File: src/rtl/ram_arbiter.sv
// Two-port read arbiter for a nibble-serial external RAM (addr out, RAM_LATENCY idle, data in).
// Define RAM_ARB_ROUND_ROBIN_EN for round-robin tie-breaking; otherwise port 0 has fixed priority.
module ram_arbiter #(
    parameter int RAM_LATENCY = 1
) (
    input  logic        clk,
    input  logic        reset,
    input  logic        req0,
    input  logic        req1,
    input  logic [15:0] addr0,
    input  logic [15:0] addr1,
    output logic        ack0,
    output logic        ack1,
    output logic        rvalid0,
    output logic        rvalid1,
    output logic [15:0] rdata,
    output logic [3:0]  addr_bits,
    input  logic [3:0]  data_bits,
    output logic        ram_cs,
    output logic        busy
);

    typedef enum logic [1:0] {IDLE, ADDR, WAIT, DATA} state_t;

    localparam logic [2:0] WAIT_LAST = 3'((RAM_LATENCY > 0) ? RAM_LATENCY - 1 : 0);

    state_t           state, state_nxt;
    logic [1:0]       nib_cnt, nib_nxt;
    logic [2:0]       wait_cnt, wait_nxt;
    logic [3:0][3:0]  laddr;
    logic [3:0][3:0]  shadow;
    logic             owner;
    logic             done;
    logic             accept;
    logic             finish;
    logic             gnt_sel;

`ifdef RAM_ARB_ROUND_ROBIN_EN
    logic last_grant;

    // On a tie, hand the bus to whichever port did not get it last time.
    always_comb gnt_sel = (req0 && req1) ? ~last_grant : req1;

    always_ff @(posedge clk) begin
        if (reset)       last_grant <= 1'b1;
        else if (accept) last_grant <= gnt_sel;
    end
`else
    always_comb gnt_sel = ~req0;
`endif

    always_ff @(posedge clk) begin
        if (reset) begin
            state    <= IDLE;
            nib_cnt  <= 2'd0;
            wait_cnt <= 3'd0;
            laddr    <= '0;
            shadow   <= '0;
            owner    <= 1'b0;
            rdata    <= 16'd0;
            done     <= 1'b0;
        end else begin
            state    <= state_nxt;
            nib_cnt  <= nib_nxt;
            wait_cnt <= wait_nxt;
            done     <= finish;
            if (accept) begin
                laddr <= gnt_sel ? addr1 : addr0;
                owner <= gnt_sel;
            end
            if (state == DATA)
                shadow[nib_cnt] <= data_bits;
            // Last nibble goes straight into rdata so the word is visible in the rvalid cycle.
            if (finish)
                rdata <= {data_bits, shadow[2], shadow[1], shadow[0]};
        end
    end

    always_comb begin
        state_nxt = state;
        nib_nxt   = nib_cnt;
        wait_nxt  = wait_cnt;
        accept    = 1'b0;
        finish    = 1'b0;
        case (state)
            IDLE: begin
                if (req0 || req1) begin
                    accept    = 1'b1;
                    nib_nxt   = 2'd0;
                    state_nxt = ADDR;
                end
            end
            ADDR: begin
                nib_nxt = nib_cnt + 2'd1;
                if (nib_cnt == 2'd3) begin
                    wait_nxt  = 3'd0;
                    state_nxt = (RAM_LATENCY == 0) ? DATA : WAIT;
                end
            end
            WAIT: begin
                wait_nxt = wait_cnt + 3'd1;
                if (wait_cnt == WAIT_LAST) begin
                    wait_nxt  = 3'd0;
                    state_nxt = DATA;
                end
            end
            DATA: begin
                nib_nxt = nib_cnt + 2'd1;
                if (nib_cnt == 2'd3) begin
                    finish    = 1'b1;
                    state_nxt = IDLE;
                end
            end
            default: state_nxt = IDLE;
        endcase
    end

    always_comb begin
        addr_bits = (state == ADDR) ? laddr[nib_cnt] : 4'd0;
        ram_cs    = (state != IDLE);
        busy      = (state != IDLE);
        ack0      = (state == ADDR) && (nib_cnt == 2'd0) && !owner;
        ack1      = (state == ADDR) && (nib_cnt == 2'd0) &&  owner;
        rvalid0   = done && !owner;
        rvalid1   = done &&  owner;
    end

endmodule

File: config.mk
export PLATFORM = sky130hd
export DESIGN_NAME = ram_arbiter
export DESIGN_NICKNAME = d
export VERILOG_FILES = /design/src/rtl/ram_arbiter.sv
export SDC_FILE = /design/constraint.sdc
export NUM_CORES = 1
export LEC_CHECK = 0
export ABC_AREA = 1
export ABC_CLOCK_PERIOD_IN_PS = 1450
export BUFFER_PORTS_ARGS = -buffer_cell sky130_fd_sc_hd__buf_2
export CORE_ASPECT_RATIO = 0.75
export CORE_MARGIN = 1.5
export CORE_UTILIZATION = 47
export DETAILED_ROUTE_END_ITERATION = 10
export PLACE_DENSITY = 0.75
export RECOVER_POWER = 100
export SYNTH_ARGS = -nofsm -noshare
export SYNTH_HDL_FRONTEND = slang
export SYNTH_SLANG_ARGS = --single-unit
File: constraint.sdc
create_clock -name clk -period 1.45 [get_ports clk]
set_clock_uncertainty 0.05 [all_clocks]
set_input_delay 0.0725 -clock clk [delete_from_list [all_inputs] [get_ports clk]]
set_output_delay 0.0725 -clock clk [all_outputs]
set_load 0.03 [all_outputs]
**Yosys cells after proc, flatten, opt, wreduce, memory -nomap -nowiden**

Cells that the tools add are included.
Widths: inputs -> output; s select.

- Equality and inequality tests: 8
- $add $sub $neg: 2
- Reduce and logical (&&, ||, !) cells: 18
- Bitwise gates (word level): 1
- Order comparisons: 2
- Mux-type cells: 21

Operators by type and width:

| kind | number |
|---|---|
| $bwmux 16 | 1 |
| $mux 16 | 1 |
| $mux 4 | 3 |
| $mux 2 | 5 |
| $bmux 4 s2 | 1 |
| $demux 4 s2 | 1 |
| $pmux 2 s4 | 1 |
| $eq 2x2->1 const B | 3 |
| $logic_and 1x1->1 | 6 |
| $mux 3 | 2 |
| $ne 2x2->1 const B | 3 |
| $pmux 3 s2 | 1 |
| $reduce_bool 2->1 | 3 |
| $logic_not 2->1 | 2 |
| $mux 1 | 4 |
| $pmux 2 s2 | 1 |
| $reduce_and 2->1 | 2 |
| $reduce_and 4->1 | 1 |
| $add 3x1->3 const B | 1 |
| $logic_not 3->1 | 1 |
| $lt 2x3->1 const B | 1 |
| $add 2x1->2 const B | 1 |
| $eq 2x1->1 const B | 1 |
| $ge 2x1->1 const B | 1 |
| other kinds (5) | 5 |

- Bits of input ports: 40
- Output and inout bits: 26
- Bits in registers: 57

**Logic depth before layout (Yosys ltp)**

- Word-level depth: 5
- Depth in mapped cells: 9

**Worst setup path before layout**

Ideal clock, no wire load.

- Path kind: register to output
- Start point: register nib_cnt[0]
- End point: output ack0
- Setup slack: -0.177 ns
- Arrival time: 1.504 ns
- Path buffers: 1
- Cell stages (with the launch flop): 6
- Path through: dfxtp_1 -> buf_2 -> clkinv_1 -> ha_1 -> inv_1 -> nor3_1

- Word-level cells in the longest chain between the ends: 3

Ends and longest elaborated chain:

| element | RTL line | text |
|---|---|---|
| start, declared | 28 | `logic [1:0] nib_cnt, nib_nxt;` |
| start signal, assigned | 64 | `nib_cnt <= nib_nxt;` |
| $logic_not 2->1 | 122 | `ack0 = (state == ADDR) && (nib_cnt == 2'd0) && !owner;` |
| $logic_and 1x1->1 (2 in series) | 122 |  |
| end, declared | 12 | `output logic ack0,` |

Every way passes these cells.

**Final worst setup path**

- Start point: register nib_cnt[0]
- End point: output addr_bits[0]

- Word-level cells in the longest chain between the ends: 3

Ends and longest elaborated chain:

| element | RTL line | text |
|---|---|---|
| $bmux 4 s2 | 119 | `addr_bits = (state == ADDR) ? laddr[nib_cnt] : 4'd0;` |
| $mux 4 (not written as such) | 119 |  |
| $mux 4 | 119 |  |
| end, declared | 17 | `output logic [3:0] addr_bits,` |

Every way passes these cells. The select of a mux whose other input is x is not followed.

==> impl_metrics.csv <==
group,metric,value,unit
global_route,grt_pass1_vias,2198,
floorplan,core-area,5010,sq um
route,drt_iter0_drc,132,
hold_path,hp-class,"in -> reg",
synth,ys_types,23,
finish,syn_to_final_growth,29.90,%
finish,layout-drive-gt1-share,0.2812,
clocking,clock-sinks,53,
route,vias,2493,
route,drt.antenna.violating_nets,0,
power,seqPwrFrac,0.392,
place,placed_cell_area,2954,sq um
setup_path,start_kind,"register",
power,pwr-share-comb,0.414,
sta,drv_slew,0,
sta,worst_pin_slew,0.3730,ns
route,drt_wl_total,5991,um
global_route,grtUsageTotal,0.2140,
clocking,clk_path_buf_depth,2,
status,run_status,"complete, but fails checks",
clocking,cts_buffers,5,
setup_path,arrival,1.39,ns
finish,nNetsFinal,492,
clocking,clkSlewWorstSetupHoldPaths,0.09,ns
setup_path,end_kind,"output port",
route,drt-pass1-iter-count,4,
setup_path,worst_ep_required_time,1.33,ns
sta,layout_min_cycle_time,1.508,ns
place,finalWeightedCongestion,0.8015,
global_route,grt_max_degree,51,
finish,fin_area,3239,sq um
finish,final_util,0.6466,
sta,rsz0062_at_grt,"true",
power,p_int,0.003049,W
synth,syn_inst,363,
setup_path,critPathMaxFanout,5,
floorplan,die_h,66.08,um
power,peakVddDrop,0.9847,mV
sta,hold_viol,0,
place,dp_hpwl,4174,um
clocking,clkLatencyLatePin,0.30,ns
sta,fin_crit_sh,1.040,
sta,finalSetupViolCount,6,
finish,n_antenna_cell,0,
floorplan,die_area,5756,sq um
sta,fin_ws,-0.05791,ns
floorplan,fp.dieW,87.11,um
power,p_sw,0.001893,W
global_route,antenna_found_initial,0,
sta,fmax,663.2,MHz
floorplan,ios,66,
clocking,htree_levels,2,
synth,syn_nets,414,
power,clock_power_share,0.194,
sta,slew_headroom,0.7524,
place,portBuffers,65,
synth,syn_area_per_cell,6.870,sq um
power,switching_share,0.3831,
synth,synth_seq_cells,53,
synth,synth_warnings,0,
route,drcViolationCount,0,
clocking,cts_tree,"built",
synth,ys_seq_area_frac,0.4255,
power,leakagePower,1.470,nW
flow_run,max_cap_violations,0,
route,wl_per_cell,11.68,um
global_route,overflow,0,
floorplan,initial_core_util,0.4978,
power,power.density,1526,nW/um^2
power,power,0.004942,W
status,violations,"negative setup slack",
global_route,grt_pass1_wl,9708,um
route,avgViaCountPerCell,4.860,
setup_path,timing_worst_setup_path_type,"reg -> out",
floorplan,rows,22,
synth,syn-cell-area,2494,sq um
clocking,root_buffer,"clkbuf_8",
-- power groups by stage --
stage | Combinational, W | Clock, W | Sequential [W]
6_report | 0.00205 | 0.000957 | 0.00194
3_5_place_dp | 0.00166 | 0 | 0.00192
3_3_place_gp | 0.00162 | 0 | 0.00191
2_1_floorplan | 0.00126 | 0 | 0.00187
5_1_grt | 0.00226 | 0.00104 | 0.00196
4_1_cts | 0.00194 | 0.000978 | 0.00191
-- cells in the final DEF, fill, tap and decap left out, types with 5 or more instances in the layout --
| cell type | n |
|---|---|
| dfxtp_1 | 49 |
| nor2_2 | 14 |
| clkbuf_8 | 5 |
| nand3_1 | 5 |
| nor2_1 | 99 |
| buf_2 | 40 |
| buf_4 | 14 |
| inv_1 | 10 |
| ha_1 | 7 |
| o21ai_0 | 37 |
| clkbuf_1 | 18 |
| inv_2 | 7 |
| nand2_1 | 69 |
| o21ai_1 | 15 |
| a21oi_1 | 6 |
| o21ai_2 | 6 |
| buf_6 | 7 |
-- registers in the layout, summed over array words and instances (netlist names) --
name / cells
done: 1
laddr: 16
nib_cnt: 2
owner: 1
rdata: 16
shadow: 12
state: 2
wait_cnt: 3
-- cell usage after synthesis, drive strengths merged --
cell    number  area, sq um
dfxtp       53         1061
inv         21        81.33
buf         10        78.81
o211ai       1        7.510
clkbuf       5        18.77
clkinv       1        3.750
ha          11        137.6
o21ai       58        294.0
nand3        6        30.03
a21oi        9        45.04
nor2       114        452.9
nor3         2        10.01
nand2       72        272.8
-- worst max-delay path: stages (launching register included) --
cell and delay, ns:
dfxtp_4 0.40, buf_6 0.13, nor2_2 0.04, nor2_1 0.10, o21ai_1 0.07, a21oi_1 0.17
buf_4 0.19
-- final cells by class --
type | instances | area (sq um)
multi-input cells | 273 | 1338
flip-flops and latches | 53 | 1071
fillers | 496 | 1770
well taps | 72 | 90.09
inverters | 22 | 100.1
clock buffers | 5 | 68.82
repair buffers | 86 | 536.8
clock inverters | 2 | 35.03
-- stage by stage --
step	worst slack [ns]	TNS, ns	hold WS (ns)	std cells
6_report	-0.05791	-0.1129	0.03209	513
5_1_grt	-0.1352	-2.393	0.04097	513
2_1_floorplan	-0.1766	-0.3532	0.09157	363
4_1_cts	-0.04356	-0.1305	0.01746	513
3_3_place_gp	0.02607	0	0.2510	499
3_5_place_dp	0.0002750	0	0.2557	499
-- path summary, 6_finish.rpt --
path / startpoint / to / slack, ns / cells past startpoint
max reg2reg: nib_cnt[1] / rdata[5] / 0 / 6
max: nib_cnt[0] / addr_bits[0] / -0.06 / 6
min: data_bits[0] / rdata[12] / 0.03 / 3
min reg2reg: shadow[11] / shadow[11] / 0.44 / 2
-- cells by family (layout without fill, tap and decap cells) --
logic type               after synthesis  count (layout)  share of synthesized area
adder cells (fa/ha/maj)               11              11                    0.05519
AO/OA/AOI/OAI                         68              68                     0.1390
flip-flops                            53              53                     0.4255
buffers and inverters                 37             115                    0.07325
AND/OR/NAND/NOR                      194             194                     0.3071
-- routing by layer --
layer,track usage,vias to the layer above,wire [um]
li1,-,1301,-
met1,0.2843,1115,2932
met2,0.3479,70,2689
met3,0.04744,7,321
met4,0.06548,0,48
met5,0,-,0
-- what timing repair did --
| action | in CTS | in global routing |
|---|---|---|
| endpoints found under the setup margin | 9 | 44 |
| endpoints found under the hold margin | 3 | 0 |
| resized for setup | 45 | 32 |
| setup buffers | 6 | 0 |
| hold buffers | 1 | 0 |
| pin swaps | 4 | 5 |
Power figures use the tool's default switching activity.
